[config.mk]
export PLATFORM = sky130hd
export DESIGN_NAME = alu_rr_arbiter
export DESIGN_NICKNAME = d
export VERILOG_FILES = /design/src/rtl/alu_arb_pkg.sv /design/src/rtl/alu01.sv /design/src/rtl/alu_rr_arbiter.sv
export SDC_FILE = /design/constraint.sdc
export NUM_CORES = 1
export LEC_CHECK = 0
export ABC_AREA = 1
export CAP_MARGIN = 10
export CORE_MARGIN = 4
export CORE_UTILIZATION = 50
export CTS_CLUSTER_DIAMETER = 200
export DETAILED_ROUTE_END_ITERATION = 10
export PLACE_DENSITY = 0.87
export SYNTH_ARGS = -nofsm -noshare
export SYNTH_HDL_FRONTEND = slang
export SYNTH_HIERARCHICAL = 1
export SYNTH_SLANG_ARGS = --single-unit
[constraint.sdc]
create_clock -name clk -period 2.9 [get_ports clk]
set_input_delay 0.58 -clock clk [delete_from_list [all_inputs] [get_ports clk]]
set_output_delay 0.58 -clock clk [all_outputs]
set_load 0.03 [all_outputs]
[src/rtl/alu_arb_pkg.sv]
// Shared types and helpers for the round-robin ALU arbiter: FSM state encoding,
// opcode map of the shared ALU, and the round-robin winner search.
package alu_arb_pkg;

    typedef enum logic [1:0] {
        ST_IDLE = 2'd0,
        ST_EXEC = 2'd1,
        ST_RESP = 2'd2
    } state_t;

    localparam int NUM_OPS = 12;
    localparam int MAX_REQ = 8;

    localparam logic [3:0] OP_ADD   = 4'b0000;
    localparam logic [3:0] OP_SUB   = 4'b0001;
    localparam logic [3:0] OP_AND   = 4'b0010;
    localparam logic [3:0] OP_OR    = 4'b0011;
    localparam logic [3:0] OP_XOR   = 4'b0100;
    localparam logic [3:0] OP_NAND  = 4'b0101;
    localparam logic [3:0] OP_SHL   = 4'b0110;
    localparam logic [3:0] OP_SHR   = 4'b0111;
    localparam logic [3:0] OP_INC   = 4'b1000;
    localparam logic [3:0] OP_DEC   = 4'b1001;
    localparam logic [3:0] OP_PASSA = 4'b1010;
    localparam logic [3:0] OP_PASSB = 4'b1011;

    typedef struct packed {
        logic       found;
        logic [2:0] idx;
    } rr_pick_t;

    // Id width never drops below one bit, even for a single requester.
    function automatic int calc_idw(input int n_req);
        return (n_req <= 2) ? 1 : $clog2(n_req);
    endfunction

    // First valid requester found when searching ptr, ptr+1, ... modulo n_req.
    function automatic rr_pick_t rr_select(input logic [MAX_REQ-1:0] valid,
                                           input logic [2:0]         ptr,
                                           input int                 n_req);
        rr_pick_t   pick;
        logic [2:0] idx_v;
        pick.found = 1'b0;
        pick.idx   = 3'd0;
        for (int k = 0; k < MAX_REQ; k++) begin
            if (k < n_req) begin
                idx_v = 3'((int'(ptr) + k) % n_req);
                if (!pick.found && valid[idx_v]) begin
                    pick.found = 1'b1;
                    pick.idx   = idx_v;
                end
            end
        end
        return pick;
    endfunction

endpackage

[src/rtl/alu01.sv]
// Shared combinational ALU. Result is one bit wider than the operands; the
// extra MSB carries the carry/borrow (or the shifted-out bit for shifts).
module alu01
    import alu_arb_pkg::*;
#(
    parameter int W   = 8,
    parameter int OPW = 4
) (
    input  logic [W-1:0]   a,
    input  logic [W-1:0]   b,
    input  logic [OPW-1:0] op,
    output logic [W:0]     result
);

    // Opcode decode; unknown opcodes yield zero.
    always_comb begin
        result = {(W+1){1'b0}};
        case (op)
            OPW'(OP_ADD):   result = {1'b0, a} + {1'b0, b};
            OPW'(OP_SUB):   result = {1'b0, a} - {1'b0, b};
            OPW'(OP_AND):   result = {1'b0, a & b};
            OPW'(OP_OR):    result = {1'b0, a | b};
            OPW'(OP_XOR):   result = {1'b0, a ^ b};
            OPW'(OP_NAND):  result = {1'b0, ~(a & b)};
            OPW'(OP_SHL):   result = {a, 1'b0};
            OPW'(OP_SHR):   result = {a[0], 1'b0, a[W-1:1]};
            OPW'(OP_INC):   result = {1'b0, a} + (W+1)'(1);
            OPW'(OP_DEC):   result = {1'b0, a} - (W+1)'(1);
            OPW'(OP_PASSA): result = {1'b0, a};
            OPW'(OP_PASSB): result = {1'b0, b};
            default:        result = {(W+1){1'b0}};
        endcase
    end

endmodule

[src/rtl/alu_rr_arbiter.sv]
// Time-shares one alu01 between N_REQ requesters. A round-robin grant latches
// the winner's operands, the ALU result is registered one cycle later, and the
// response is held on a valid/ready channel tagged with the requester id.
module alu_rr_arbiter
    import alu_arb_pkg::*;
#(
    parameter int N_REQ   = 2,
    parameter int W       = 8,
    parameter int OPW     = 4,
    parameter int NUM_OPS = alu_arb_pkg::NUM_OPS,
    parameter int IDW     = calc_idw(N_REQ)
) (
    input  logic                 clk,
    input  logic                 rst,
    input  logic [N_REQ-1:0]     req_valid,
    output logic [N_REQ-1:0]     req_ready,
    input  logic [N_REQ*W-1:0]   req_a,
    input  logic [N_REQ*W-1:0]   req_b,
    input  logic [N_REQ*OPW-1:0] req_op,
    output logic                 rsp_valid,
    input  logic                 rsp_ready,
    output logic [IDW-1:0]       rsp_id,
    output logic [W:0]           rsp_data,
    output logic                 rsp_err,
    output logic                 busy
);

    state_t           state_r;
    logic [IDW-1:0]   rr_ptr_r;
    logic [W-1:0]     opa_r;
    logic [W-1:0]     opb_r;
    logic [OPW-1:0]   opc_r;
    logic [IDW-1:0]   id_r;
    logic             rsp_valid_r;
    logic [IDW-1:0]   rsp_id_r;
    logic [W:0]       rsp_data_r;
    logic             rsp_err_r;
    logic             busy_r;

    logic [W:0]       alu_out_s;
    logic             illegal_s;
    logic             arb_en_s;
    logic [IDW-1:0]   ptr_next_s;
    logic [IDW-1:0]   ptr_eff_s;
    rr_pick_t         pick_s;
    logic             grant_s;
    logic [IDW-1:0]   win_id_s;
    logic [W-1:0]     win_a_s;
    logic [W-1:0]     win_b_s;
    logic [OPW-1:0]   win_op_s;
    logic [N_REQ-1:0] ready_s;

    alu01 #(
        .W   (W),
        .OPW (OPW)
    ) u_alu (
        .a      (opa_r),
        .b      (opb_r),
        .op     (opc_r),
        .result (alu_out_s)
    );

    assign illegal_s = (int'(opc_r) >= NUM_OPS);

    // Pointer value after the current response is consumed: owner id + 1, wrapping.
    always_comb begin
        if (id_r == IDW'(N_REQ - 1)) begin
            ptr_next_s = IDW'(0);
        end else begin
            ptr_next_s = id_r + IDW'(1);
        end
    end

    // Arbitration window: idle, or the response handshake cycle (using the
    // pointer that handshake is about to write, so the next grant is fair).
    always_comb begin
        if (rst) begin
            arb_en_s  = 1'b0;
            ptr_eff_s = rr_ptr_r;
        end else if (state_r == ST_IDLE) begin
            arb_en_s  = 1'b1;
            ptr_eff_s = rr_ptr_r;
        end else if (state_r == ST_RESP) begin
            arb_en_s  = rsp_ready;
            ptr_eff_s = ptr_next_s;
        end else begin
            arb_en_s  = 1'b0;
            ptr_eff_s = rr_ptr_r;
        end
    end

    assign pick_s   = rr_select(MAX_REQ'(req_valid), 3'(ptr_eff_s), N_REQ);
    assign grant_s  = arb_en_s & pick_s.found;
    assign win_id_s = IDW'(pick_s.idx);
    assign win_a_s  = req_a[win_id_s*W +: W];
    assign win_b_s  = req_b[win_id_s*W +: W];
    assign win_op_s = req_op[win_id_s*OPW +: OPW];

    // One-hot accept toward the winning requester, only in the grant cycle.
    always_comb begin
        ready_s = {N_REQ{1'b0}};
        if (grant_s) begin
            ready_s = N_REQ'(1) << win_id_s;
        end else begin
            ready_s = {N_REQ{1'b0}};
        end
    end

    // Capture the winner's operands and id whenever a grant is issued.
    always_ff @(posedge clk or posedge rst) begin
        if (rst) begin
            opa_r <= {W{1'b0}};
            opb_r <= {W{1'b0}};
            opc_r <= {OPW{1'b0}};
            id_r  <= {IDW{1'b0}};
        end else if (grant_s) begin
            opa_r <= win_a_s;
            opb_r <= win_b_s;
            opc_r <= win_op_s;
            id_r  <= win_id_s;
        end
    end

    // Control FSM with registered response channel, pointer and busy flag.
    always_ff @(posedge clk or posedge rst) begin
        if (rst) begin
            state_r     <= ST_IDLE;
            rr_ptr_r    <= {IDW{1'b0}};
            rsp_valid_r <= 1'b0;
            rsp_id_r    <= {IDW{1'b0}};
            rsp_data_r  <= {(W+1){1'b0}};
            rsp_err_r   <= 1'b0;
            busy_r      <= 1'b0;
        end else begin
            case (state_r)
                ST_IDLE: begin
                    if (grant_s) begin
                        state_r <= ST_EXEC;
                        busy_r  <= 1'b1;
                    end
                end
                ST_EXEC: begin
                    rsp_valid_r <= 1'b1;
                    rsp_id_r    <= id_r;
                    if (illegal_s) begin
                        rsp_data_r <= {(W+1){1'b0}};
                        rsp_err_r  <= 1'b1;
                    end else begin
                        rsp_data_r <= alu_out_s;
                        rsp_err_r  <= 1'b0;
                    end
                    state_r <= ST_RESP;
                end
                ST_RESP: begin
                    if (rsp_ready) begin
                        rsp_valid_r <= 1'b0;
                        rr_ptr_r    <= ptr_next_s;
                        if (grant_s) begin
                            state_r <= ST_EXEC;
                        end else begin
                            state_r <= ST_IDLE;
                            busy_r  <= 1'b0;
                        end
                    end
                end
                default: begin
                    state_r     <= ST_IDLE;
                    rsp_valid_r <= 1'b0;
                    busy_r      <= 1'b0;
                end
            endcase
        end
    end

    assign req_ready = ready_s;
    assign rsp_valid = rsp_valid_r;
    assign rsp_id    = rsp_id_r;
    assign rsp_data  = rsp_data_r;
    assign rsp_err   = rsp_err_r;
    assign busy      = busy_r;

endmodule

Word level (Yosys, flattened, before mapping)
Cells that the tools add are included.
Storage, ports and cells
  bits in registers: 37
  logic and storage cells: 83
Cells by class
  $add $sub $neg: 6
  magnitude comparators: 3
  equal/unequal tests: 16
  shift-type cells: 4
  muxes and demuxes: 27
  bitwise gates (word level): 8
  reduce and logical (&&, ||, !) cells: 8
Operator list (count)
  $pmux 9 s12: 1
  $shiftx 16x5->8: 2
  $eq 4x3->1 const B: 4
  $eq 4x4->1 const B: 4
  $mux 1: 16
  $add 8x1->9 const B: 1
  $add 8x8->9: 1
  $mux 9: 1
  $sub 8x1->9 const B: 1
  $sub 8x8->9: 1
  $and 8x8->8: 1
  $eq 4x2->1 const B: 2
  $mux 4: 2
  $not 8->8: 1
  $or 8x8->8: 1
  $shiftx 8x4->4: 1
  $xor 8x8->8: 1
  $mux 2: 3
  $ne 2x2->1 const B: 3
  $pmux 1 s3: 2
  $pmux 2 s3: 1
  $reduce_and 2->1: 3
  $eq 4x1->1 const B: 1
  $ge 4x4->1 const B: 1
  15 further kinds: 17

Logic depth before layout (Yosys ltp)
Gate-level depths: netlist (run 1).
  depth in word-level cells: 15
  depth in mapped cells: 18
  depth with buffers taken out: 18

Hierarchy
Netlist (run 1), hierarchy kept.
By module, submodules not included
  alu_rr_arbiter: instances 1, cells an instance 179, area an instance 1660.3 µm², seq. area each 925.9 µm²
  alu01: instances 1, cells an instance 272, area an instance 1461.4 µm², seq. area each 0.0 µm²

Worst setup path before layout (run 1)
OpenSTA, ideal clock, no wires.
  kind: input to output
  start: input rst
  end: output req_ready[0]
  arrival time: 2.399 ns
  data required time: 2.320 ns
  slack: -0.079 ns
  stages: 6
  cells stage by stage: inv_1 > nand3_1 > nand2_1 > nand3_2 > buf_2 > a21oi_1
Between the ends
  cells in the longest elaborated chain, start to end: 9
RTL lines
  start, declared: line alu_rr_arbiter.sv:14  | input logic rst,
  $mux 1: line alu_rr_arbiter.sv:77  | if (rst) begin
  $add 1x1->1 / $mux 1 (equally long branches): line alu_arb_pkg.sv:47, alu_arb_pkg.sv:48
  $and 1x1->1 (no line) / $mux 1 (equally long branches)
  $bmux 1 s2 / $mux 4 (equally long branches): line alu_arb_pkg.sv:48  | if (!pick.found && valid[idx_v]) begin
  $mux 1 (not written as such) / $logic_not 1->1 (equally long branches): line alu_arb_pkg.sv:48
  $logic_and 1x1->1: line alu_arb_pkg.sv:48
  $mux 4: line alu_arb_pkg.sv:48
  $shl 1x1->2 / $and 1x1->1 (equally long branches): line alu_rr_arbiter.sv:103, alu_rr_arbiter.sv:93
  $mux 2 (*): line alu_rr_arbiter.sv:102  | if (grant_s) begin
  end, declared: line alu_rr_arbiter.sv:16  | output logic [N_REQ-1:0] req_ready,
Every way passes the cells marked *; elsewhere a longest branch is shown, timed or not. The select of a mux whose other input is x is not followed.

Worst setup path in the final report (run 1)
  start: register opc_r[2]
  end: register rsp_data_r[4], in the netlist rsp_data[4]
Between the ends
  cells in the longest elaborated chain, start to end: 3
RTL lines
  start, declared: line alu_rr_arbiter.sv:32  | logic [OPW-1:0] opc_r;
  start signal, assigned: line alu_rr_arbiter.sv:114  | opc_r <= {OPW{1'b0}};
  start signal, assigned: line alu_rr_arbiter.sv:119  | opc_r <= win_op_s;
  $eq 4x4->1 (tied with other cells): line alu01.sv:18  | case (op)
  $pmux 9 s12 (*): line alu01.sv:18
  via alu_out_s[4]: line alu_rr_arbiter.sv:40  | logic [W:0] alu_out_s;
  $mux 9 (*): line alu_rr_arbiter.sv:145  | if (illegal_s) begin
  end signal, assigned: line alu_rr_arbiter.sv:131  | rsp_data_r <= {(W+1){1'b0}};
  end signal, assigned: line alu_rr_arbiter.sv:146  | rsp_data_r <= {(W+1){1'b0}};
  end signal, assigned: line alu_rr_arbiter.sv:149  | rsp_data_r <= alu_out_s;
  end, declared: line alu_rr_arbiter.sv:36  | logic [W:0] rsp_data_r;
Mark *: on every way through the listed nets, which the timed path passes. The rest lies on a longest branch.
A chain may end at the register's enable or synchronous reset.

==> metrics.md, run 1 <==
| Metric | Value |
|---|---|
| Outcome | `completed` |
| Worst r2r path cells | `14` |
| Area share of the largest cell type after synthesis | `29.7%` |
| Hold Fails Final Rpt | `0` |
| Minimum clock period | `2.66 ns` |
| Synth warn | `6` |
| Register area share after synthesis | `29.7%` |
| CP startpoint | `opc_r[2]` |
| Final worst path period share | `roughly 92%` |
| CTS Sinks | `37` |
| Final setup TNS | `0 ns` |
| # rows | `28` |
| Die H | `87.0 µm` |
| Worst-Skew Late Latency | `roughly 0.30 ns` |
| Via density per instance | `5.75` |
| Slew @ Worst Pin | `0.658 ns` |
| Startpoint types | `register` |
| Drt total wl | `approximately 8800 µm` |
| CTS Root Cell | `clkbuf_8` |
| Clock slew at reported path FFs | `0.08 ns` |
| ANT nets after route | `0` |
| Total GRT Usage | `24.9%` |
| Final setup fails | `0` |
| I/O pins | `60` |
| RSZ-0062 raised after global routing | `no` |
| CP Data Arrival Time | `2.86 ns` |
| Worst r2r src | `opc_r[2]` |
| DRC | `0` |
| Cells after Synth | `451` |
| Most common cell after layout, fill and taps aside | `nand2_1` |
| R2r endpoint | `rsp_data[4]` |
| CTS Hold Buffers Added | `0` |
| Share of cells above drive strength 1 | `8.74%` |
| GR Overflow Total | `0` |
| Most frequent cells in the layout | `nand2_1 (112), nand3_1 (61), clkdlybuf4s50_1 (57)` |
| Max Transition Viols Final | `0` |
| I/O Buffers | `59` |
| Mean Syn Cell Area | `6.92 µm²` |
| Syn_nets | `522` |
| Placed Area | `3810 µm²` |
| Die Width | `87.0 µm` |
| Post-DP HPWL | `6990 µm` |
| Largest net degree at the start of global routing | `23` |
| Initial antenna violation count | `0` |
| Fmax | `0.376 GHz` |
| TritonCTS buffer count | `5` |
| CP Max Fanout | `6` |
| Area Growth Syn to Fin | `24.9%` |
| CP Capture Type | `register` |
| Setup CP Type | `reg -> reg` |
| Routed via count | `3,391` |
| Final Skew | `0.00870 ns` |
| Ant diodes | `0` |
| Nets | `585` |
| Relative max-transition margin | `56.0%` |
| Yosys reg bits | `37` |
| Main area contributors after synthesis | `dfrtp_1 (30%), nand2_1 (13%), ha_1 (10%), nand3_1 (9.8%), inv_1 (5.9%)` |
| Power Dens Cells | `912 nW/µm²` |
| Max cap viols | `0` |
| DR pass1 iterations | `5` |
| CP Capture Point | `rsp_data[4]` |
| H-Tree Depth | `2` |
| Post-synthesis cell type count | `36` |
| GPL Wtd Cong | `1.04` |
| Worst reg2reg setup slack | `0.24 ns` |
| Pleak | `0.00189 µW` |
| CP required | `3.10 ns` |
| Global-route wire length before repair | `15,000 µm` |
| Avg WL per Cell | `14.9 µm` |
| Min-Delay Path Class | `reg -> reg` |
| Setup bufs post-CTS | `0` |
| Starting DRT DRC Count | `roughly 350` |
| Core area | `5990 µm²` |
| Starting density of the core | `between 50% and 60%` |
| CTS Buffer Depth | `2` |
| Fillers | `between 500 and 600` |
| Vias in the first global route | `3,245` |
| Yosys top cell by area | `dfrtp_1` |
| Synth Cell Area | `3120 µm²` |
| Die area | `7570 µm²` |
| Final Cell Area | `3900 µm²` |
| CTS tree | `yes` |
| Maximum vdd drop | `0.000542 V` |
==> layer usage <==
metal	share of wire [%]	track usage [%]	vias to the layer above
li1	-	-	1640
met2	45	39.8	186
met1	44	34.0	1547
met4	2.0	8.92	0
met5	0	0	-
met3	8.7	4.16	18
==> how the worst min path moves through the flow <==
stage / startpoint / endpoint / slack, ns / cells after the start
3_3_place_gp: rsp_id / rsp_id / 0.47 / 2
4_1_cts: rsp_id / rsp_id / 0.50 / 2
3_5_place_dp: rsp_id / rsp_id / 0.48 / 2
2_1_floorplan: rr_ptr_r / rr_ptr_r / 0.45 / 2
6_report: rsp_id / rsp_id / 0.49 / 2
5_1_grt: id_r / rr_ptr_r / 0.52 / 1
==> timing repair <==
action | 4_1_cts | 5_1_grt
setup endpoints to repair | 0 | 8
endpoints found under the hold margin | 0 | 0
resized for setup | 0 | 3
==> cells by family after synthesis <==
family	share of synthesized area [%]
buffers and inverters	9.22
AO/OA/AOI/OAI	11.0
AND/OR/NAND/NOR	38.4
flip-flops	29.7
XOR/XNOR	1.12
adder cells (fa/ha/maj)	10.7
==> worst max-delay path, cell delays in order, from the launching register on <==
cell and delay (ns):
dfrtp_1 0.46, inv_2 0.15, nand2_4 0.08, o21ai_0 0.29, ha_1 0.21, inv_1 0.07, fa_1 0.39, nand2_1 0.09
nand2_1 0.05, nand2_1 0.10, inv_1 0.07, or2_2 0.27, nand3_1 0.06, nand3_1 0.07, a22o_1 0.19
==> power breakdown <==
group          internal, µW  switching, µW  leakage (µW)
clock                   171            205     0.0000445
combinational           890           1370       0.00139
sequential              700            224      0.000459
==> cell type report <==
type	instances	area, µm²	area share, %
clock buffers	5	68.8	1.77
clock inverters	3	21.3	0.546
inverters	55	210	5.39
multi-input cells	345	1910	48.9
flip-flops and latches	37	928	23.8
well taps	75	93.8	2.41
repair buffers	70	668	17.1
==> state kept, by name, summed over array words and instances (netlist names) <==
| name | flops |
|---|---|
| opb_r | 8 |
| rsp_data | 9 |
| opc_r | 4 |
| busy | 1 |
| rsp_id | 1 |
| id_r | 1 |
| state_r | 2 |
| rr_ptr_r | 1 |
| rsp_valid | 1 |
| rsp_err | 1 |
| opa_r | 8 |
==> cell usage after synthesis <==
master	instances
o21ai_1	1
nor3_1	4
nand3_1	61
or2_1	2
nand2_1	112
clkinv_1	1
nor2_2	2
nor2_1	34
inv_2	5
or2_2	2
a21oi_1	8
nand2_4	1
buf_4	1
o22ai_1	9
o21ai_0	25
nand3b_1	2
nor2_4	3
nand2_2	5
fa_1	1
ha_1	25
dfrtp_1	37
a22o_1	9
o21a_1	1
nor3_2	1
buf_6	2
or2_0	1
clkbuf_1	3
o21ai_2	1
xor2_1	3
inv_1	49
a31oi_1	1
xnor2_1	1
nand4_1	27
buf_2	8
o211ai_1	2
nand3_2	1
==> stage by stage <==
| stage | power, µW | cells | utilization [%] | worst slack (ns) | hold WS, ns |
|---|---|---|---|---|---|
| floorplan | 2470 | 451 | - | 0.137 | 0.453 |
| global placement | 3080 | 582 | 63.5 | 0.138 | 0.469 |
| detailed placement | 3140 | 582 | 63.5 | 0.0735 | 0.478 |
| CTS | 3520 | 590 | 65.0 | 0.0604 | 0.500 |
| global route | 3890 | 590 | 65.1 | 0.0289 | 0.524 |
| finish | 3560 | 590 | 65.1 | 0.241 | 0.493 |
Note: power is estimated with default switching activity, not from simulation.
==> inputs of run 2 (changes only) <==
--- a/config.mk
+++ b/config.mk
@@ -11,6 +11,7 @@
 export CORE_UTILIZATION = 50
 export CTS_CLUSTER_DIAMETER = 200
 export DETAILED_ROUTE_END_ITERATION = 10
+export GPL_TIMING_DRIVEN = 0
 export PLACE_DENSITY = 0.87
 export SYNTH_ARGS = -nofsm -noshare
 export SYNTH_HDL_FRONTEND = slang
==> constraint.sdc (replaced) <==
create_clock -name clk -period 3.3 [get_ports clk]
set_input_delay 0.66 -clock clk [delete_from_list [all_inputs] [get_ports clk]]
set_output_delay 0.66 -clock clk [all_outputs]
set_load 0.03 [all_outputs]
==> run 2 against run 1 <==
Compared with the run above: cell count rose by 1.0%; sequential share of layout area fell by 0.34 points; count of clock-buffer cells in the layout did not move; non-clock buffer count rose by 6; clock power fell by 10%; global-route usage rose by 0.074 points; core utilization rose by 0.77 points; register-to-register slack improved by 0.22 ns.
==> metrics.md, run 2 (synthesis gave the netlist of run 1 again) <==
| Metric | Value |
|---|---|
| HP Start | `rsp_id` |
| Setup CP Type | `in -> out` |
| Worst-Skew Late Latency | `0.30 ns (about the same)` |
| # rows | `28 (unchanged)` |
| Largest register FFs | `9 (unchanged)` |
| H-Tree Depth | `2 (unchanged)` |
| Core area | `5990 µm² (unchanged)` |
| I/O Buffers | `59 (unchanged)` |
| Slew @ Worst Pin | `0.631 ns (-0.0273 ns)` |
| Worst r2r path cells | `16 (+2)` |
| Worst reg2reg setup slack | `0.46 ns (+0.22 ns)` |
| GR Overflow Total | `0 (unchanged)` |
| Final setup TNS | `0 ns (unchanged)` |
| Startpoint types | `input pin` |
| Most common cell after layout, fill and taps aside | `nand2_1` |
| Avg WL per Cell | `14.8 µm (-0.84%)` |
| Routed via count | `3,334 (-1.7%)` |
| Area Growth Syn to Fin | `26.4%` |
| Clock slew at reported path FFs | `0.08 ns (about the same)` |
| Max Transition Viols Final | `0 (unchanged)` |
| TritonCTS buffer count | `5 (unchanged)` |
| Power Dens Cells | `790 nW/µm² (-13%)` |
| Most frequent cells in the layout | `nand2_1 (112), nand3_1 (61), clkdlybuf4s50_1 (56)` |
| CTS Hold Buffers Added | `0 (unchanged)` |
| Ant diodes | `0 (unchanged)` |
| CP Capture Type | `output pin` |
| Final setup fails | `0 (unchanged)` |
| Min Hold Slack | `0.493 ns (-0.000583 ns)` |
| Die area | `7570 µm² (unchanged)` |
| CTS tree | `yes` |
| I/O pins | `60 (unchanged)` |
| DR pass1 iterations | `5 (unchanged)` |
| Total GRT Usage | `25.0% (+0.074 points)` |
| Initial antenna violation count | `0 (unchanged)` |
| Worst r2r src | `opc_r[1]` |
| Starting DRT DRC Count | `307 (-11%)` |
| CP required | `2.64 ns (-0.46 ns)` |
| Vias in the first global route | `3,213 (-0.99%)` |
| Largest net degree at the start of global routing | `25 (+8.7%)` |
| R2r endpoint | `rsp_data[4]` |
| CTS Root Cell | `clkbuf_8` |
| RSZ-0062 raised after global routing | `no` |
| Min-Delay Path Class | `reg -> reg` |
| Drt total wl | `8830 µm (+0.17%)` |
| Minimum clock period | `3.13 ns` |
| Pleak | `0.00192 µW (+1.7%)` |
| Global-route wire length before repair | `15,100 µm (+0.32%)` |
| Post-DP HPWL | `7080 µm (+1.2%)` |
| DRC | `0 (unchanged)` |
| GPL Wtd Cong | `0.972 (-6.8%)` |
| Die H | `87.0 µm (unchanged)` |
| Nets | `591 (+1.0%)` |
| CP Data Arrival Time | `2.47 ns (-0.39 ns)` |
| ANT nets after route | `0 (unchanged)` |
| Die Width | `87.0 µm (unchanged)` |
| Final Skew | `0.00777 ns (-0.000933 ns)` |
| Max cap viols | `0 (unchanged)` |
| Relative max-transition margin | `57.8% (+1.8 points)` |
| Outcome | `completed` |
| Maximum vdd drop | `0.000458 V (-15%)` |
| CP Max Fanout | `10 (+4)` |
| Final worst path period share | `94.7%` |
| Hold Path Stages | `2 (unchanged)` |
| Starting density of the core | `52.1% (unchanged)` |
| Fmax | `between 0.3 and 0.4 GHz` |
| Share of cells above drive strength 1 | `8.64% (-0.10 points)` |
| CTS Buffer Depth | `2 (unchanged)` |
| Hold path endpoint | `rsp_id` |
| Via density per instance | `5.59 (-2.7%)` |
| CTS Sinks | `37 (unchanged)` |
| Hold Fails Final Rpt | `0 (unchanged)` |
-- run 2: layout make-up --
class                      count  area [µm²]
buffer                        14        81.3
clock buffer                   5        68.8
clock inverter                 3        21.3
fill                         525        2050
inverter                      55         210
multi-input combinational    345        1910
sequential                    37         926
tap                           75        93.8
timing repair buffer          62         636
-- run 2: per-stage QoR --
stage	std cells	worst slack, ns	area [µm²]	util, %	power (µW)
6_report	596	0.175	3950	65.9	3120
5_1_grt	596	0.0857	3950	65.9	3420
4_1_cts	595	0.0268	3940	65.7	3090
3_5_place_dp	586	-0.651	3830	64.0	2750
3_3_place_gp	585	-1.00	3810	63.5	2680
2_1_floorplan	451	0.161	3120	-	2170
-- run 2: routing by layer --
| metal | GRT usage [%] | vias up | part of all wire [%] |
|---|---|---|---|
| met5 | 0 | - | 0 |
| met2 | 42.7 | 134 | 47 |
| met3 | 4.73 | 17 | 7.1 |
| li1 | - | 1658 | - |
| met1 | 32.0 | 1525 | 45 |
| met4 | 7.22 | 0 | 1.7 |
-- run 2: report_power, final --
group          switching (µW)  leakage, µW  total, µW  internal (µW)
clock                     186    0.0000445        336            150
sequential                190     0.000461        804            614
combinational            1200      0.00142       1980            778
-- run 2: worst max-delay path by stage --
stage	from	end	slack [ns]	depth (start not counted)
after floorplan	rst	req_ready[0]	0.16	6
after global placement	rst	req_ready[0]	-1.0	8
after detailed placement	rst	req_ready[0]	-0.65	9
after CTS	rst	req_ready[1]	0.03	10
after global routing	req_valid[1]	req_ready[0]	0.09	7
final	req_valid[1]	req_ready[0]	0.17	7
-- run 2: repair_timing --
| item | in CTS | in global routing |
|---|---|---|
| resized for setup | 5 | 1 |
| buffers inserted | 1 | 1 |
| setup endpoints to repair | 2 | 2 |
-- run 2: worst max-delay path, cell delays in order --
cell and delay, ns:
clkdlybuf4s50_1 0.55, nor2_1 0.08, nor3_2 0.29, inv_2 0.14
buf_2 0.21, a21oi_1 0.12, dlygate4sd2_1 0.41
==> inputs of run 3 (changes only) <==
==> constraint.sdc (replaced) <==
create_clock -name clk -period 2.9 [get_ports clk]
set_input_delay 0.58 -clock clk [delete_from_list [all_inputs] [get_ports clk]]
set_output_delay 0.58 -clock clk [all_outputs]
set_load 0.03 [all_outputs]
==> run 3 against run 2 <==
Compared with the run above: worst hold slack worse by 0.0034 ns; final area up 0.25%; wire length up 7.3%.
==> metrics.md, run 3 (synthesis gave the netlist of run 1 again) <==
| Metric | Value |
|---|---|
| CP required | `2.32 ns (-0.32 ns)` |
| Max cap viols | `0 (unchanged)` |
| Final Skew | `0.0148 ns (+0.00707 ns)` |
| Gate power share | `62.6% (-0.8 points)` |
| Largest net degree at the start of global routing | `20 (-20%)` |
| Post-DP HPWL | `7140 µm (+0.79%)` |
| DR pass1 iterations | `6 (+1)` |
| Total GRT Usage | `26.2% (+1.2 points)` |
| Clock share of power | `12.3% (+1.5 points)` |
| Via density per instance | `5.86 (+4.8%)` |
| Power Dens Cells | `928 nW/µm² (+17%)` |
| Max Transition Viols Final | `0 (unchanged)` |
| ANT nets after route | `0 (unchanged)` |
| Final Worst Setup Slack | `0.0867 ns (-0.0878 ns)` |
| GR Overflow Total | `0 (unchanged)` |
| DRC | `0 (unchanged)` |
| Avg WL per Cell | `15.9 µm (+7.2%)` |
| Final setup TNS | `0 ns (unchanged)` |
| Initial antenna violation count | `0 (unchanged)` |
| Fmax | `roughly 0.36 GHz` |
| Relative max-transition margin | `40.3% (-18 points)` |
| Hold Fails Final Rpt | `0 (unchanged)` |
| Die H | `87.0 µm (unchanged)` |
| Starting density of the core | `52.1% (unchanged)` |
| GPL Wtd Cong | `0.930 (-4.3%)` |
| Area Growth Syn to Fin | `26.7%` |
| CTS Buffer Depth | `2 (unchanged)` |
| Slew @ Worst Pin | `0.891 ns (+0.260 ns)` |
| Most frequent cells in the layout | `nand2_1 (112), nand3_1 (61), clkdlybuf4s50_1 (56)` |
| TritonCTS buffer count | `5 (unchanged)` |
| Final setup fails | `0 (unchanged)` |
| Global-route wire length before repair | `15,900 µm (+5.4%)` |
| Clock slew at reported path FFs | `0.07 ns (about the same)` |
| Maximum vdd drop | `0.000725 V (+58%)` |
| Most common cell after layout, fill and taps aside | `nand2_1` |
| Worst slack, placed | `-1.27 ns (-0.617 ns)` |
| Largest register FFs | `9 (unchanged)` |
| Routed via count | `3,500 (+5.0%)` |
| Switching share of power | `49.7% (-0.90 points)` |
| Die area | `7570 µm² (unchanged)` |
| Min Hold Slack | `0.489 ns (-0.00343 ns)` |
| Starting DRT DRC Count | `488 (+59%)` |
| Final core occ | `66.0% (+0.17 points)` |
| # rows | `28 (unchanged)` |
| CP Capture Type | `output pin` |
| Setup CP Type | `in -> out` |
| CP Data Arrival Time | `2.23 ns (-0.24 ns)` |
| Drt total wl | `9470 µm (+7.3%)` |
| Nets | `592 (+0.17%)` |
| Min-Delay Path Class | `reg -> reg` |
| Die Width | `87.0 µm (unchanged)` |
| Vias in the first global route | `3,504 (+9.1%)` |
| I/O pins | `60 (unchanged)` |
| CTS tree | `yes` |
| Worst-Skew Late Latency | `0.30 ns (about the same)` |
| Sequential share of power | `25.1% (-0.7 points)` |
| Ant diodes | `0 (unchanged)` |
| Share of cells above drive strength 1 | `9.39% (+0.75 points)` |
| Startpoint types | `input pin` |
| Cell-internal power | `1850 µW (+20%)` |
| CP Max Fanout | `10 (unchanged)` |
| CTS Sinks | `37 (unchanged)` |
| Pleak | `0.00191 µW (-0.58%)` |
| Minimum clock period | `2.81 ns` |
| Net load switching power | `1820 µW (+16%)` |
| RSZ-0062 raised after global routing | `no` |
| I/O Buffers | `59 (unchanged)` |
| CTS Hold Buffers Added | `0 (unchanged)` |
| Outcome | `completed` |
| CTS Root Cell | `clkbuf_8` |
| Final worst path period share | `97.0%` |
| H-Tree Depth | `2 (unchanged)` |
| Core area | `5990 µm² (unchanged)` |
[run 3: final cells by class]
class                   count  area (µm²)
plain buffers              14        81.3
clock buffers               6        72.6
clock inverters             2        38.8
fillers                   489        2040
inverters                  55         210
multi-input cells         345        1920
flip-flops and latches     37         927
well taps                  75        93.8
repair buffers             61         602
repair inverters            2        10.0
[run 3: path summary, 6_finish.rpt]
kind	from	end	slack (ns)	depth (start not counted)
max	rsp_ready	req_ready[0]	0.09	7
min	rsp_id	rsp_id	0.49	2
max reg2reg	opc_r[3]	rsp_data[4]	0.21	14
min reg2reg	rsp_id	rsp_id	0.49	2
max in group asynchronous	rst	busy	1.65	2
min in group asynchronous	rst	state_r[1]	0.67	3
[run 3: critical path, stage by stage]
cell             delay [ns]
clkdlybuf4s50_1        0.51
o21ai_2                0.11
nor3_4                 0.23
inv_2                  0.12
buf_2                  0.20
a21oi_1                0.16
clkdlybuf4s15_2        0.32
[run 3: metal layers]
metal	global-route usage (%)	wire length [µm]	vias to the layer above
met5	0	0	-
met4	10.1	271	0
met2	42.9	4430	199
met1	34.0	3930	1610
li1	-	-	1655
met3	5.01	847	36
[run 3: what timing repair did]
item | CTS | global route
endpoints found under the setup margin | 2 | 6
gates resized for setup | 7 | 6
buffers inserted | 2 | 0
pin swaps | 0 | 2
gates cloned | 2 | 0
[run 3: power groups by stage]
stage          registers (µW)  logic, µW  clock network (µW)
2_1_floorplan            1010       1460                   0
3_3_place_gp              909       2130                   0
3_5_place_dp              920       2220                   0
4_1_cts                   912       2240                 451
5_1_grt                   945       2590                 470
6_report                  922       2300                 450
[run 3: stage by stage]
stage          cell area [µm²]  instances  total power, µW
2_1_floorplan             3130        451             2470
3_3_place_gp              3810        585             3040
3_5_place_dp              3810        585             3140
4_1_cts                   3950        597             3610
5_1_grt                   3960        597             4000
6_report                  3960        597             3670
